--- src/rtl/execute_stage.sv ---
// Execute stage of the RV32I pipeline.
// Selects forwarded operands, runs the ALU, resolves beq and registers the
// results into the EX/MEM pipeline register.
// The branch decision and target go straight back to fetch without a register.
module execute_stage #(
    parameter int XLEN    = 32,
    parameter int REGADDR = 5
) (
    input  logic               clk,
    input  logic               rst_n,
    input  logic               regwriteE,
    input  logic               resultsrcE,
    input  logic               memwriteE,
    input  logic               branchE,
    input  logic               alusrcE,
    input  logic [2:0]         alucontrolE,
    input  logic [XLEN-1:0]    RD1E,
    input  logic [XLEN-1:0]    RD2E,
    input  logic [XLEN-1:0]    immextE,
    input  logic [XLEN-1:0]    pcE,
    input  logic [XLEN-1:0]    pcincr4E,
    input  logic [REGADDR-1:0] RDE,
    input  logic [1:0]         forwardAE,
    input  logic [1:0]         forwardBE,
    input  logic [XLEN-1:0]    aluresultM_f,
    input  logic [XLEN-1:0]    resultW,
    output logic               pcsrcE,
    output logic [XLEN-1:0]    pctargetE,
    output logic               regwriteM,
    output logic               resultsrcM,
    output logic               memwriteM,
    output logic [XLEN-1:0]    aluresultM,
    output logic [XLEN-1:0]    writedataM,
    output logic [REGADDR-1:0] RDM,
    output logic [XLEN-1:0]    pcincr4M
);

    localparam logic [2:0] ALU_ADD = 3'b000;
    localparam logic [2:0] ALU_SUB = 3'b001;
    localparam logic [2:0] ALU_AND = 3'b010;
    localparam logic [2:0] ALU_OR  = 3'b011;
    localparam logic [2:0] ALU_SLT = 3'b101;

    logic [XLEN-1:0] src_a;
    logic [XLEN-1:0] fwd_b;
    logic [XLEN-1:0] src_b;
    logic [XLEN-1:0] alu_res;
    logic            zero;

    logic               regwrite_d,  regwrite_q;
    logic               resultsrc_d, resultsrc_q;
    logic               memwrite_d,  memwrite_q;
    logic [XLEN-1:0]    aluresult_d, aluresult_q;
    logic [XLEN-1:0]    writedata_d, writedata_q;
    logic [REGADDR-1:0] rd_d,        rd_q;
    logic [XLEN-1:0]    pcincr4_d,   pcincr4_q;

    // Operand forwarding; code 11 is unused by the hazard unit and falls back to the register file.
    always_comb begin
        src_a = RD1E;
        fwd_b = RD2E;
        case (forwardAE)
            2'b01:   src_a = resultW;
            2'b10:   src_a = aluresultM_f;
            default: src_a = RD1E;
        endcase
        case (forwardBE)
            2'b01:   fwd_b = resultW;
            2'b10:   fwd_b = aluresultM_f;
            default: fwd_b = RD2E;
        endcase
        src_b = alusrcE ? immextE : fwd_b;
    end

    // ALU; unassigned operation codes yield zero.
    always_comb begin
        alu_res = '0;
        case (alucontrolE)
            ALU_ADD: alu_res = src_a + src_b;
            ALU_SUB: alu_res = src_a - src_b;
            ALU_AND: alu_res = src_a & src_b;
            ALU_OR:  alu_res = src_a | src_b;
            ALU_SLT: alu_res = {{(XLEN-1){1'b0}}, ($signed(src_a) < $signed(src_b))};
            default: alu_res = '0;
        endcase
    end

    assign zero      = (alu_res == '0);
    assign pcsrcE    = branchE & zero;
    assign pctargetE = pcE + immextE;

    // Next value of the EX/MEM register; store data is the forwarded B before the immediate mux.
    always_comb begin
        regwrite_d  = regwriteE;
        resultsrc_d = resultsrcE;
        memwrite_d  = memwriteE;
        aluresult_d = alu_res;
        writedata_d = fwd_b;
        rd_d        = RDE;
        pcincr4_d   = pcincr4E;
    end

    // EX/MEM register: loads every cycle, cleared asynchronously by reset.
    always_ff @(posedge clk or negedge rst_n) begin
        if (!rst_n) begin
            regwrite_q  <= 1'b0;
            resultsrc_q <= 1'b0;
            memwrite_q  <= 1'b0;
            aluresult_q <= '0;
            writedata_q <= '0;
            rd_q        <= '0;
            pcincr4_q   <= '0;
        end else begin
            regwrite_q  <= regwrite_d;
            resultsrc_q <= resultsrc_d;
            memwrite_q  <= memwrite_d;
            aluresult_q <= aluresult_d;
            writedata_q <= writedata_d;
            rd_q        <= rd_d;
            pcincr4_q   <= pcincr4_d;
        end
    end

    assign regwriteM  = regwrite_q;
    assign resultsrcM = resultsrc_q;
    assign memwriteM  = memwrite_q;
    assign aluresultM = aluresult_q;
    assign writedataM = writedata_q;
    assign RDM        = rd_q;
    assign pcincr4M   = pcincr4_q;

endmodule

--- config.mk ---
export PLATFORM = sky130hd
export DESIGN_NAME = execute_stage
export DESIGN_NICKNAME = d
export VERILOG_FILES = /design/src/rtl/execute_stage.sv
export SDC_FILE = /design/constraint.sdc
export NUM_CORES = 1
export LEC_CHECK = 0
export CAP_MARGIN = 30
export CORE_MARGIN = 2
export CORE_UTILIZATION = 48
export CTS_CLUSTER_SIZE = 30
export DETAILED_ROUTE_END_ITERATION = 12
export HOLD_SLACK_MARGIN = 0.08
export PLACE_DENSITY = 0.89
export SLEW_MARGIN = 0
export SYNTH_ARGS = -nofsm -noshare
export SYNTH_HDL_FRONTEND = slang
export SYNTH_SLANG_ARGS = --single-unit
--- constraint.sdc ---
create_clock -name clk -period 7.8 [get_ports clk]
set_input_delay 1.56 -clock clk [delete_from_list [all_inputs] [get_ports clk]]
set_output_delay 1.56 -clock clk [all_outputs]
set_load 0.02 [all_outputs]
Yosys cells after proc, flatten, opt, wreduce, memory -nomap -nowiden
Index checks and enable logic that the tools add are counted.

operators by class
  reductions and logical operators = 2
  bitwise logic cells = 3
  mux-type cells = 4
  div/mod/pow operators = 0
  equality and inequality tests = 8
  multipliers = 0
  add/sub/neg operators = 3
  $lt $le $gt $ge = 1
  shift-type cells = 0

operators by type and width
  kind                                                                   count
  32-bit one-hot mux with 5 select lines                                 1
  32-bit one-hot mux with 2 select lines                                 2
  32-bit adder                                                           2
  32-bit AND                                                             1
  32-bit zero test                                                       1
  32-bit less-than comparator                                            1
  32-bit 2-to-1 mux                                                      1
  32-bit OR                                                              1
  32-bit subtractor                                                      1
  3-bit by 2-bit equality test with 1-bit output, second input constant  2
  2-bit by 1-bit equality test with 1-bit output, second input constant  2
  2-bit equality test, second input constant                             2
  3-bit by 1-bit equality test with 1-bit output, second input constant  1
  3-bit equality test, second input constant                             1
  3-bit zero test                                                        1
  1-bit AND                                                              1

word-level totals
  bits in writable memories = 0
  memories = 0
  bits of input ports = 243
  output and inout bits = 137
  latch bits = 0
  bits in registers = 104
  bits in read-only memories = 0

Longest topological paths before layout
  depth in word-level cells = 7
  gate-level depth with buffers = 21
  mapped depth without buffers = 20

Least setup slack after synthesis
No wires, ideal clock.

  path kind = input-to-output
  start point = input forwardBE[0]
  end point = output pcsrcE
  slack = 0.162 ns
  stages = 20
  buffers on the path = 2
  arrival = 6.078 ns
  data required time = 6.240 ns
  path through = inv_1 > ha_1 > clkbuf_1 > buf_1 > a21oi_1 > o21ai_0 > ha_1 > inv_1 > fa_1 > and2b_1 > o211ai_2 > a21oi_1 > o211ai_2 > and2_1 > o2111a_1 > or3_2 > or4_4 > nor4_2 > nand2_1 > nor3_2

on the way
  word-level cells in the longest chain between the ends = 7
  elaborated cells on any way between the ends = 12

ends and longest elaborated chain
  item                                                                                   line  text
  from (decl)                                                                            24    input logic [1:0] forwardBE,
  2-bit equality test or 2-bit by 1-bit equality test with 1-bit output (tied branches)  67    case (forwardBE)
  32-bit one-hot mux with 2 select lines (*)                                             67
  32-bit 2-to-1 mux (*)                                                                  72    src_b = alusrcE ? immextE : fwd_b;
  32-bit subtractor (tied with other cells)                                              80    ALU_SUB: alu_res = src_a - src_b;
  32-bit one-hot mux with 5 select lines (*)                                             78    case (alucontrolE)
  net alu_res[22]                                                                        47    logic [XLEN-1:0] alu_res;
  32-bit zero test (*)                                                                   88    assign zero = (alu_res == '0);
  1-bit AND (*)                                                                          89    assign pcsrcE = branchE & zero;
  to (decl)                                                                              27    output logic pcsrcE,

The timed path passes the listed nets; every way through them passes the cells marked *.

Worst setup path after layout
  start point = input forwardBE[1]
  end point = output pcsrcE

The elaborated chain is that of the path after synthesis.

==> flow_metrics.env <==
export IMPL_status="finished clean"
export IMPL_finalSetupTns_ps=0
export IMPL_vias_per_cell=6.01
export IMPL_worstSetupStartpointType="input pin"
export IMPL_max_cap_viol_count=0
export IMPL_routed_wl_um=51900
export IMPL_path_class="in2out"
export IMPL_root_buffer="clkbuf_16"
export IMPL_synth_nets=1863
export IMPL_io_pins=380
export IMPL_firstDrtPassIters=6
export IMPL_ys_seq_area_share_pct=22.8
export IMPL_initial_core_util_pct=48.8
export IMPL_final_hold_violation_count=0
export IMPL_pre_cts_slack_ps=-721
export IMPL_num_fill_cells=1606
export IMPL_avgSynthCellArea_um2=7.74
export IMPL_arrival_ps=6140
export IMPL_synthArstFlopShare_pct=100
export IMPL_slew_viol_final=0
export IMPL_synthFlopType="dfrtp_1"
export IMPL_std_cell_rows=56
export IMPL_worst_hold_path_type="in2async"
export IMPL_grt_pass1_wl_um=78000
export IMPL_clock_fmax_mhz=130
export IMPL_holdWs_ps=1150
export IMPL_dp_hpwl_um=41000
export IMPL_layout_worst_path_cycle_share_pct=98.8
export IMPL_cts_buffers=9
export IMPL_grt_remaining_overflow=0
export IMPL_fin_nets=2509
export IMPL_cts_htree_levels=3
export IMPL_critical_path_max_fanout=9
export IMPL_finalPower_mw=3.08
export IMPL_syn_inst=1474
export IMPL_grt_usage_pct=40.4
export IMPL_dieArea_um2=25000
export IMPL_coreArea_um2=23400
export IMPL_final_layout_size_suffix_gt1_share_pct=24.2
export IMPL_power_density_nw_per_um2=164
export IMPL_final_common_cell="clkdlybuf4s50_1"
export IMPL_first_global_vias=14600
export IMPL_ant_nets=0
export IMPL_die_w_um=158
export IMPL_cts_buffer_depth=2
export IMPL_fin_util_pct=80.3
export IMPL_slew_headroom_pct=38.1
export IMPL_final_cell_mix="clkdlybuf4s50_1 (368), buf_4 (329), nand2_1 (137)"
export IMPL_ys_types=89
export IMPL_synth_seq_cells=104
export IMPL_ys_warn_count=0
export IMPL_fin_crit_ps=7700
export IMPL_vias=14700
export IMPL_cts_tree="built"
export IMPL_syn_area_um2=11400
export IMPL_path_clk_slew_ps=90
export IMPL_cts_sinks=104
export IMPL_drtIter0Drc=1449
export IMPL_worstMarginPinSlew_ps=919
export IMPL_grt_antenna_before_repair=5
export IMPL_max_vdd_ir_drop_mv=0.111
export IMPL_setup_ws_ps=95.7
export IMPL_holdBufCountCts=0
export IMPL_grt_max_degree=110
export IMPL_synth_edf_count=0
export IMPL_drc=0
export IMPL_cp_required_ps=6240
export IMPL_avgRoutedWirePerCell_um=21.2
export IMPL_endpoint_kind="output port"
export IMPL_setup_violations=0
export IMPL_area_growth_pct=64.7
export IMPL_leakagePower_nw=8.63
export IMPL_gp_congestion=1.07
export IMPL_portBuffers=379
export IMPL_die_h_um=158
==> worst max-delay path, cell delays in order <==
cell      delay, ps
buf_4           110
inv_1            50
ha_2            200
buf_6           140
a22oi_2         160
nor2_1           80
a21oi_2         170
o21ai_2         110
ha_1            360
buf_4           170
and2b_2         220
buf_4           140
o211ai_4        240
a21oi_4          90
a211o_1         340
a21oi_2         170
mux2i_1          90
or4_4           540
or4_4           520
nor4_4          190
nand2_1         100
nor3_2          200
buf_4           180
==> Yosys cell counts, drive strengths merged (29+ instances only) <==
library cell    n  area (µm²)
clkbuf         64         290
a22oi          64         480
dfrtp         104        2600
inv           131         492
a21oi         120         604
nand2         138         518
nor3           35         185
a21o           32         241
ha            143        1790
xnor2          29         254
nor2          119         447
o21ai         117         586
==> stage by stage <==
step | cells | cell area [µm²]
after detailed placement | 2392 | 17500
after CTS | 2427 | 18500
after floorplan | 1474 | 11400
after global placement | 2392 | 17500
after global routing | 2450 | 18800
final | 2450 | 18800
==> repair_timing <==
action                                 4_1_cts  5_1_grt
setup buffers                               19       17
setup endpoints to repair                    1        1
resized for setup                          129       71
gates cloned                                 1        0
endpoints found under the hold margin        0        0
pin swaps                                   39       28
==> registers in the layout (all words and copies together) (netlist names) <==
signal and flops:
resultsrcM 1, memwriteM 1, regwriteM 1, aluresultM 32, RDM 5, pcincr4M 32
writedataM 32
==> per-layer routing <==
metal / routed length, µm / GRT usage [%] / part of all wire [%]
met1: 19700 / 50.1 / 38
met2: 23300 / 65.5 / 45
met3: 6190 / 10.3 / 12
met4: 2790 / 19.0 / 5.4
met5: 0 / 0 / 0
==> cells by family (layout without fill, tap and decap cells) <==
logic type,count (synthesis),in the layout,synth area share (%)
adders and majority gates,146,146,16.2
muxes,17,17,1.58
other,0,6,0
AOI/OAI and AO/OA,510,510,29.5
and+or+nand+nor,443,443,19.1
DFF,104,104,22.8
buffers and inverters,215,866,7.85
xor gates and xnor gates,39,39,2.99
==> worst max path at each step <==
stage	start	endpoint	cells past startpoint
2_1_floorplan	forwardBE[0]	pcsrcE	20
6_report	forwardBE[1]	pcsrcE	23
4_1_cts	forwardAE[1]	pcsrcE	21
3_5_place_dp	forwardBE[0]	pcsrcE	21
3_3_place_gp	forwardBE[0]	pcsrcE	21
5_1_grt	aluresultM_f[1]	pcsrcE	22
==> layout make-up <==
cell class | count | area [µm²] | share of cell area [%]
antenna | 6 | 15.0 | 0.0799
clock buffer | 9 | 225 | 1.20
clock inverter | 7 | 97.6 | 0.519
inverter | 131 | 492 | 2.62
multi-input combinational | 1155 | 8530 | 45.4
sequential | 104 | 2600 | 13.9
tap | 319 | 399 | 2.12
timing repair buffer | 719 | 6420 | 34.2
==> report_power, final <==
group	internal (mW)	leakage [nW]	switching, mW	total, mW
registers	0.594	1.28	0.0181	0.612
clock network	0.260	0.157	0.255	0.515
logic	0.935	7.19	1.02	1.95
Power figures use the tool's default switching activity.
